File: config.mk
export PLATFORM = sky130hd
export DESIGN_NAME = thread_dispatch
export DESIGN_NICKNAME = d
export VERILOG_FILES = /design/src/rtl/thread_dispatch.sv
export SDC_FILE = /design/constraint.sdc
export NUM_CORES = 1
export LEC_CHECK = 0
export CELL_PAD_IN_SITES_DETAIL_PLACEMENT = 2
export CELL_PAD_IN_SITES_GLOBAL_PLACEMENT = 2
export CORE_MARGIN = 3
export CORE_UTILIZATION = 30
export CTS_BUF_LIST = sky130_fd_sc_hd__clkbuf_4
export DETAILED_ROUTE_END_ITERATION = 8
export PLACE_DENSITY_LB_ADDON = 0.1
export SLEW_MARGIN = 20
export SYNTH_ARGS = -nofsm -noshare
export SYNTH_HDL_FRONTEND = slang
export SYNTH_SLANG_ARGS = --single-unit
File: constraint.sdc
create_clock -name CLK -period 5.1 [get_ports CLK]
set_input_delay 1.02 -clock CLK [delete_from_list [all_inputs] [get_ports CLK]]
set_output_delay 1.02 -clock CLK [all_outputs]
set_load 0.03 [all_outputs]
File: src/rtl/thread_dispatch.sv
// Four-thread context-switch dispatcher: priority-selects a runnable thread,
// saves/restores per-thread PCs and presents the running thread's PC to fetch.
module thread_dispatch (
    input  logic        CLK,
    input  logic        RESETn,
    input  logic        sched_0q,
    input  logic        sched_1q,
    input  logic        sched_2q,
    input  logic        sched_3q,
    input  logic        LOCKED,
    input  logic        RPT_not_z,
    input  logic [19:0] pc_next,
    output logic [1:0]  thread_id,
    output logic [19:0] pc_fetch,
    output logic        run,
    output logic        switch_stb,
    output logic [7:0]  switch_cnt
);

    typedef enum logic [1:0] {
        ST_IDLE   = 2'b00,
        ST_RUN    = 2'b01,
        ST_SWITCH = 2'b10
    } state_t;

    state_t      r_state;
    state_t      w_next;
    logic [1:0]  r_tid;
    logic [1:0]  r_target;
    logic        r_prev_run;
    logic [19:0] r_pc_fetch;
    logic        r_run;
    logic        r_stb;
    logic [7:0]  r_cnt;
    logic [19:0] r_spc [4];

    logic [3:0]  w_req;
    logic        w_none;
    logic [1:0]  w_want;
    logic        w_frz;
    logic        w_load_tgt;
    logic        w_save;

    assign w_req  = {sched_3q, sched_2q, sched_1q, sched_0q};
    assign w_none = ~|w_req;
    assign w_frz  = LOCKED | RPT_not_z;

    always_comb begin
        w_want = 2'd0;
        if (w_req[0])      w_want = 2'd0;
        else if (w_req[1]) w_want = 2'd1;
        else if (w_req[2]) w_want = 2'd2;
        else if (w_req[3]) w_want = 2'd3;
    end

    always_comb begin
        w_next     = ST_IDLE;
        w_load_tgt = 1'b0;
        w_save     = 1'b0;
        case (r_state)
            ST_IDLE: begin
                if (!w_none) begin
                    w_next     = ST_SWITCH;
                    w_load_tgt = 1'b1;
                end
            end
            ST_RUN: begin
                if (w_none) begin
                    w_next = ST_IDLE;
                    w_save = 1'b1;
                end else if (w_want != r_tid) begin
                    w_next     = ST_SWITCH;
                    w_load_tgt = 1'b1;
                end else begin
                    w_next = ST_RUN;
                end
            end
            ST_SWITCH: begin
                w_next = ST_RUN;
                w_save = r_prev_run;
            end
            default: w_next = ST_IDLE;
        endcase
    end

    // Nonblocking spc write and read in the same edge gives read-before-write.
    always_ff @(posedge CLK or negedge RESETn) begin
        if (!RESETn) begin
            r_state    <= ST_IDLE;
            r_tid      <= 2'd0;
            r_target   <= 2'd0;
            r_prev_run <= 1'b0;
            r_pc_fetch <= 20'h00000;
            r_run      <= 1'b0;
            r_stb      <= 1'b0;
            r_cnt      <= 8'h00;
            r_spc[0]   <= 20'h00100;
            r_spc[1]   <= 20'h00140;
            r_spc[2]   <= 20'h00180;
            r_spc[3]   <= 20'h001C0;
        end else if (w_frz) begin
            r_stb <= 1'b0;
        end else begin
            r_state <= w_next;
            r_stb   <= (w_next == ST_SWITCH);
            r_run   <= (w_next == ST_RUN);
            if (w_load_tgt) begin
                r_target   <= w_want;
                r_prev_run <= (r_state == ST_RUN);
            end
            if (w_save)
                r_spc[r_tid] <= pc_next;
            if (r_state == ST_RUN)
                r_pc_fetch <= pc_next;
            if (r_state == ST_SWITCH) begin
                r_tid      <= r_target;
                r_pc_fetch <= r_spc[r_target];
                r_cnt      <= r_cnt + 8'd1;
            end
        end
    end

    assign thread_id  = r_tid;
    assign pc_fetch   = r_pc_fetch;
    assign run        = r_run;
    assign switch_stb = r_stb;
    assign switch_cnt = r_cnt;

endmodule

Word-level counts from Yosys, hierarchy flattened

Cells that the tools add are included.

Flip-flop bits (word level): 117
Bits of input ports: 28
Output and inout bits: 32
Word-level logic and storage cells: 56

Magnitude comparators: 3
Muxes and demuxes: 23
Add/subtract/negate cells: 1
Equal/unequal tests: 5
Reduce and logical (&&, ||, !) cells: 8
Bitwise operators: 4

Operator list:

| cell                                                                         | number |
|---|---|
| 20-bit 2-to-1 mux                                                            | 5 |
| 80-bit bitwise mux                                                           | 1 |
| 20-bit binary-select mux with 2-bit select                                   | 1 |
| 20-bit demux with 2-bit select                                               | 1 |
| 2-bit 2-to-1 mux                                                             | 7 |
| 8-bit by 1-bit adder with 8-bit output, second input constant                | 1 |
| 2-bit AND reduction                                                          | 4 |
| 3-bit >= comparator, second input constant                                   | 2 |
| 2-bit NOT with 3-bit output                                                  | 2 |
| 2-bit one-hot mux with 3 select lines                                        | 1 |
| 1-bit 2-to-1 mux                                                             | 5 |
| 2-bit by 1-bit equality test with 1-bit output, second input constant        | 2 |
| 2-bit equality test, second input constant                                   | 2 |
| 1-bit one-hot mux with 2 select lines                                        | 2 |
| 4-bit OR reduction                                                           | 1 |
| 3-bit by 1-bit less-than comparator with 1-bit output, second input constant | 1 |
| 2-bit logical NOT                                                            | 1 |
| 2-bit != test                                                                | 1 |
| 2-bit nonzero test                                                           | 1 |
| 1-bit logical AND                                                            | 1 |
| 1-bit NOT                                                                    | 1 |
| 1-bit bitwise OR                                                             | 1 |

Logic depth before layout (Yosys ltp)

Gate-level depths: netlist of run 1.

Depth in word-level cells: 10
Gate-level depth with buffers: 8
Depth with buffers taken out: 6

Worst setup path before layout of run 1

No wires, ideal clock.

Path type: input to register
Start point: input sched_2q
End point: register r_spc[20] in the netlist's numbering
Cell stages on the path: 6
Required time: 4975 ps
Setup time: 125 ps
Setup slack: 2726 ps
Path buffers: 1
Data arrival time: 2249 ps
Cell sequence: nor4_4 -> a22o_2 -> nand2_4 -> nor3b_4 -> buf_6 -> mux2_4

Word-level cells in the longest chain between the ends: 4

Ends and longest elaborated chain:

| element                               | RTL line | RTL |
|---|---|---|
| start: declaration                    | 8        | `input logic sched_2q,` |
| 4-bit OR reduction                    | 45       | `assign w_none = ~\|w_req;` |
| 1-bit 2-to-1 mux                      | 68       | `if (w_none) begin` |
| 1-bit one-hot mux with 2 select lines | 60       | `case (r_state)` |
| 2-bit AND reduction (no source line)  | --       |  |
| end signal: indexed assignment        | 112      | `r_spc[r_tid] <= pc_next;` |
| end: declaration                      | 35       | `logic [19:0] r_spc [4];` |

No other way between the ends.
A chain may end at the register's enable or synchronous reset.

Worst setup path in the final report of run 1

Start point: register r_tid[1] (netlist: thread_id[1])
End point: output thread_id[1]

RTL lines:

| element                  | RTL line | RTL |
|---|---|---|
| start: declaration       | 28       | `logic [1:0] r_tid;` |
| start signal: assignment | 116      | `r_tid <= r_target;` |
| end: declaration         | 13       | `output logic [1:0] thread_id,` |

No word-level cell between the ends.

==> results.ini, run 1 <==
[critical_path]
crit_buf_inv = 1
critPathMaxFanout = 11
max_stage_delay_ns = 0.79
cp_slowest_cell = clkdlybuf4s50_1
crit_type = register to primary output
cp_cell_sequence = clkdlybuf4s50_1
crit_family = buffers and inverters
cp.required_ns = 4.08
end_kind = primary output
crit_path_start_kind = register
arrival_ns = 1.97

[yosys]
synth-edff-count = 0
syn_nets = 398
ys_seq_elements = 117
ys_types = 46
synthCells = 365
syn_avg_cell_area_um2 = 14.9
seq_area_frac_synth_pct = 54.1
ys_warn_count = 0
post_synth_main_area_contributors = dfrtp_1 50%, mux2_2 13%, mux4_2 8.3%
ys.flop_type = dfrtp_1
yosysTopAreaCellShare_pct = 50.2
synthTopCellsByCount = 109 x dfrtp_1, 61 x mux2_2, 23 x nor2_1
synth_area_um2 = 5430
yosysMostFrequentCell = dfrtp_1
synthArstFlopShare_pct = 100
yosys.area.top_type = dfrtp_1

[global_routing]
grt_remaining_overflow = 0
grt_usage_pct = 14.2
grt_max_degree = 51
grt_pass1_wl_mm = 21.5
grt_pass1_vias = 3804
antenna_found_initial = 1

[timing]
final_max_slew_viol_count = 0
setup_ws_ns = 2.11
relSlewSlack_pct = 55.5
fin_setup_tns_ns = 0
finClkSkew_ns = 0.0254
hold_violations = 0
fmax_ghz = 0.334
rsz0062_at_grt = no
hold_ws_ns = 0.433
worst_slew_pin_slew_ns = 0.667
post-route-period-util_pct = 58.7
setup_viol = 0
fin_crit_ns = 2.99

[clocking]
post_cts_resized = 0
ctsLongestPathBuffers = 2
cts_buffers = 17
insertion_delay_ns = 0.54
cts_setup_buffers = 0
clk_pin_slew_ns = 0.11
cts_max_level = 4
hold_buffers = 0
root_buffer = clkbuf_4
cts_tree = done
clock_sinks = 117

[cells_and_area]
finalNonFillerCells = 672
drive_gt1_share_pct = 38.0
n_fill_cell = 1774
nets = 465
final_cell_area_um2 = 6620
area_delta_synth_final_pct = 21.8

[route]
drtIter0Drc = 125
wl_per_cell_um = 19.4
routed_wirelength_mm = 13.0
postRouteAntennaNets = 0
via_per_inst = 4.88
vias = 3277
drc = 0
firstDrtPassIters = 4

[power]
pwr-share-clk_pct = 24.0
vdd_drop_max_uv = 174
leakagePower_nw = 2.88
intPower_w = 0.00224
power_frac_comb_pct = 35.5
p_sw_w = 0.00120
p_per_area_nw_per_um2 = 519
p_seq_share_pct = 40.5
p_sw_share_pct = 34.9

[die]
rows = 48
fp.dieH_um = 141
initial_utilization_pct = 31.0
die_x_um = 141
die_area_um2 = 19800
pin_count = 60
core_um2 = 17500

[job]
drv_cap = 0

[placement]
gp_congestion = 0.693
placed_cell_area_um2 = 6270
preCtsSetupSlack_ns = 1.48
dp_hpwl_mm = 8.47
place_inst = 638
io_buffer_count = 59

[worst_hold_path]
hp-class = primary input to async pin

[outcome]
outcome = completed

[cells in the final DEF, fill, tap and decap left out, drive strengths merged, types with 4 or more instances in the layout]
cell type,count
dfstp,8
clkinv,4
mux4,20
buf,11
clkbuf,19
nor2,24
nand2,9
clkdlybuf4s50,58
nor3,5
ha,5
mux2,84
a21oi,22
nand4,4
mux2i,20
dfrtp,109
inv,6
bufinv,5
xnor2,6
[power by group through the flow]
stage               Sequential [W]  Combinational, W  Clock, W
global placement           0.00140           0.00122         0
finish                     0.00139           0.00122  0.000824
CTS                        0.00140           0.00125  0.000860
global route               0.00144           0.00132  0.000911
detailed placement         0.00142           0.00124         0
floorplan                  0.00154          0.000639         0
[metal layers]
metal,global-route usage [%],routed length [µm],vias up
li1,-,-,1472
met1,18.1,6050,1736
met2,22.9,6340,56
met3,4.14,426,13
met4,5.20,204,0
met5,0,0,-
[metrics by stage]
stage / utilization [%] / total power [W]
5_1_grt: 37.7 / 0.00367
2_1_floorplan: - / 0.00218
6_report: 37.7 / 0.00343
3_3_place_gp: 35.7 / 0.00262
4_1_cts: 37.7 / 0.00351
3_5_place_dp: 35.7 / 0.00266
[worst paths after layout]
kind | cells after the start | from | to | slack (ns)
min reg2reg | 1 | switch_cnt[7]$_DFFE_PN0P_ | switch_cnt[7]$_DFFE_PN0P_ | 0.48
min | 1 | RESETn | r_state[1]$_DFFE_PN0P_ | 0.43
max reg2reg | 8 | r_state[0]$_DFFE_PN0P_ | r_spc[73]$_DFFE_PN0P_ | 2.38
min in group CLK | 1 | switch_cnt[7]$_DFFE_PN0P_ | switch_cnt[7]$_DFFE_PN0P_ | 0.48
max | 1 | thread_id[1]$_DFFE_PN0P_ | thread_id[1] | 2.11
max in group asynchronous | 2 | RESETn | r_spc[9]$_DFFE_PN0P_ | 3.64
[flip-flops by register name (all words and copies together), names as in the netlist]
| register | flops |
|---|---|
| r_target | 2 |
| r_state | 2 |
| switch_stb | 1 |
| pc_fetch | 20 |
| run | 1 |
| r_prev_run | 1 |
| r_spc | 80 |
| thread_id | 2 |
| switch_cnt | 8 |
[cells by family (layout without fill, tap and decap cells)]
kind of cell | after synthesis | after routing | synth area share, %
AND/OR/NAND/NOR | 53 | 53 | 5.69
other | 0 | 2 | 0
buffers and inverters | 25 | 105 | 2.62
multiplexers | 124 | 124 | 30.9
adder cells (fa/ha/maj) | 5 | 5 | 1.15
flip-flops | 117 | 117 | 54.1
XOR/XNOR | 7 | 7 | 1.13
AO/OA/AOI/OAI | 34 | 34 | 4.44
[area by class of cell]
class                      instances  area (µm²)  area share (%)
multi-input combinational        223        2370            35.8
antenna                            2        5.00          0.0756
sequential                       117        2940            44.4
clock inverter                    13         203            3.06
tap                              225         282            4.25
clock buffer                      19         143            2.16
inverter                           4        15.0           0.227
timing repair buffer              69         663            10.0
(Power assumes the default switching activity.)
==> run 2, diff against run 1 <==
==> constraint.sdc (replaced) <==
create_clock -name CLK -period 2.4 [get_ports CLK]
set_input_delay 0.48 -clock CLK [delete_from_list [all_inputs] [get_ports CLK]]
set_output_delay 0.48 -clock CLK [all_outputs]
set_load 0.03 [all_outputs]
==> run 2 against run 1 <==
Sequential cell count unchanged. Largest cell class unchanged. Critical path type unchanged. Non-clock buffer count increased by 16. Register-to-register slack got worse by 2.1 ns. Highest routed layer unchanged. Hold slack improved by 0.036 ns. Routed wire length increased by 2.0%. Global-route usage increased by 0.43 points. Sequential power increased by 110%. Utilization increased by 0.94 points. Die area unchanged.
==> results.ini, run 2 (synthesis gave the netlist of run 1 again) <==
[global_routing]
grt_pass1_vias = 3951  ; +3.9%
antenna_found_initial = 2  ; +1
grt_usage_pct = 14.6  ; +0.43 points
grt_pass1_wl_mm = 22.5  ; +4.3%
grt_max_degree = 54  ; +5.9%
grt_remaining_overflow = 0  ; unchanged

[critical_path]
crit_path_start_kind = register
worst_r2r_path_depth = 7  ; -1
critPathMaxFanout = 6  ; -5
crit_type = register to primary output
end_kind = primary output
cp_cell_sequence = clkdlybuf4s50_1
max_stage_delay_ns = 0.72  ; -0.07 ns
arrival_ns = 1.72  ; -0.25 ns
cp.required_ns = 1.92  ; -2.16 ns
path_depth = 1  ; unchanged
cp_slowest_cell = clkdlybuf4s50_1
crit_family = buffers and inverters
crit_buf_inv = 1  ; unchanged

[power]
power_frac_comb_pct = 36.2  ; +0.7 points
p_seq_share_pct = 39.7  ; -0.8 points
p_per_area_nw_per_um2 = 1090  ; +110%
leakagePower_nw = 2.99  ; +3.8%
pwr-share-clk_pct = 24.1  ; about the same
vdd_drop_max_uv = 385  ; +120%
intPower_w = 0.00486  ; +120%
p_sw_w = 0.00251  ; +110%
p_sw_share_pct = 34.0  ; -0.88 points

[route]
wl_met3_um = 395  ; -7.3%
wl_per_cell_um = 19.3  ; -0.41%
vias = 3363  ; +2.6%
postRouteAntennaNets = 0  ; unchanged
wl_met2_mm = 6.50  ; +2.5%
via_per_inst = 4.89  ; +0.24%
drt-met1-wl_mm = 6.25  ; +3.3%
drc = 0  ; unchanged
routed_wirelength_mm = 13.3  ; +2.0%
highest_layer = met4
firstDrtPassIters = 4  ; unchanged
drtIter0Drc = 83  ; -34%

[timing]
finClkSkew_ns = 0.0140  ; -0.0115 ns
fin_crit_ns = 2.20
setup_viol = 0  ; unchanged
post-route-period-util_pct = 91.6
final_max_slew_viol_count = 0  ; unchanged
hold_ws_ns = 0.469  ; +0.0364 ns
rsz0062_at_grt = no
worst_slew_pin_slew_ns = 0.544  ; -0.123 ns
hold_violations = 0  ; unchanged
fmax_ghz = 0.455
relSlewSlack_pct = 63.7  ; +8.2 points

[cells_and_area]
largest_reg_flops = 80  ; unchanged
final_cell_area_um2 = 6780  ; +2.5%
most-common-layout-cells = 108 x dfrtp_1, 61 x mux2_2, 56 x clkdlybuf4s50_1, 23 x buf_4
area_delta_synth_final_pct = 24.8
nets = 481  ; +3.4%
n_fill_cell = 1773  ; -0.056%
largest_register = r_spc
final_common_cell = dfrtp_1
drive_gt1_share_pct = 38.8  ; +0.85 points

[die]
pin_count = 60  ; unchanged
die_area_um2 = 19800  ; unchanged
rows = 48  ; unchanged
fp.dieH_um = 141  ; unchanged
initial_utilization_pct = 31.0  ; unchanged
die_x_um = 141  ; unchanged
core_um2 = 17500  ; unchanged

[clocking]
insertion_delay_ns = 0.52  ; -0.02 ns
clock_sinks = 117  ; unchanged
cts_setup_buffers = 0  ; unchanged
cts_max_level = 4  ; unchanged
cts_tree = done
root_buffer = clkbuf_4
clk_pin_slew_ns = 0.11  ; about the same
cts_buffers = 17  ; unchanged
ctsLongestPathBuffers = 2  ; unchanged

[outcome]
outcome = completed

[worst_hold_path]
hp-class = primary input to async pin

[job]
drv_cap = 0  ; unchanged

[placement]
dp_hpwl_mm = 8.77  ; +3.6%
io_buffer_count = 59  ; unchanged
gp_congestion = 0.701  ; +1.2%
placed_cell_area_um2 = 6420  ; +2.4%

run 2: changes by cell type in the layout (fill, tap and decap cells not counted), sizes merged:
cell	change
dlygate4sd2	+1
inv	-2
dlygate4sd3	+1
dlymetal6s2s	+1
clkinv	+4
clkinvlp	-2
clkdlybuf4s50	-2
bufinv	+1
buf	+15
clkbuf	-1
run 2: final timing paths:
path / slack [ns] / endpoint / start
max in group asynchronous: 1.11 / r_spc[8]$_DFFE_PN1P_ / RESETn
hold / removal: 0.47 / pc_fetch[4]$_DFFE_PN0P_ / RESETn
setup reg to reg: 0.33 / r_spc[29]$_DFFE_PN0P_ / r_state[1]$_DFFE_PN0P_
hold reg to reg: 0.49 / switch_cnt[7]$_DFFE_PN0P_ / switch_cnt[7]$_DFFE_PN0P_
setup / recovery: 0.20 / switch_cnt[0] / switch_cnt[0]$_DFFE_PN0P_
min in group CLK: 0.49 / switch_cnt[7]$_DFFE_PN0P_ / switch_cnt[7]$_DFFE_PN0P_
run 2: layout make-up:
type	count	area [µm²]	area share, %
flip-flops and latches	117	2940	43.3
multi-input cells	223	2370	34.9
repair buffers	85	825	12.2
well taps	225	282	4.15
clock inverters	14	213	3.14
clock buffers	18	135	1.99
inverters	4	15.0	0.221
diodes	2	5.00	0.0738
run 2: metrics by stage:
step                      total power [W]  cells  setup slack, ns  utilization [%]  setup TNS [ns]
after floorplan                   0.00464    365            0.470                -               0
after global placement            0.00561    653          -0.0746             36.6           -1.22
after detailed placement          0.00570    653           -0.107             36.6           -5.05
after CTS                         0.00753    686           0.0227             38.6               0
after global routing              0.00787    688           0.0784             38.7               0
final                             0.00737    688            0.202             38.7               0
run 2: what timing repair did:
item,4_1_cts,5_1_grt
hold buffers,1,0
resized for setup,2,1
hold endpoints to repair,37,0
setup endpoints to repair,2,1
run 2: power by group through the flow:
stage / clock (W) / sequential (W) / combinational, W
2_1_floorplan: 0 / 0.00328 / 0.00136
3_3_place_gp: 0 / 0.00294 / 0.00267
3_5_place_dp: 0 / 0.00297 / 0.00273
4_1_cts: 0.00186 / 0.00294 / 0.00274
5_1_grt: 0.00195 / 0.00302 / 0.00290
6_report: 0.00177 / 0.00293 / 0.00267
run 2: metal layers:
| layer | GRT usage, % | up-vias |
|---|---|---|
| met5 | 0 | - |
| met4 | 5.05 | 0 |
| met3 | 3.36 | 9 |
| met2 | 23.2 | 48 |
| met1 | 19.7 | 1790 |
| li1 | - | 1516 |
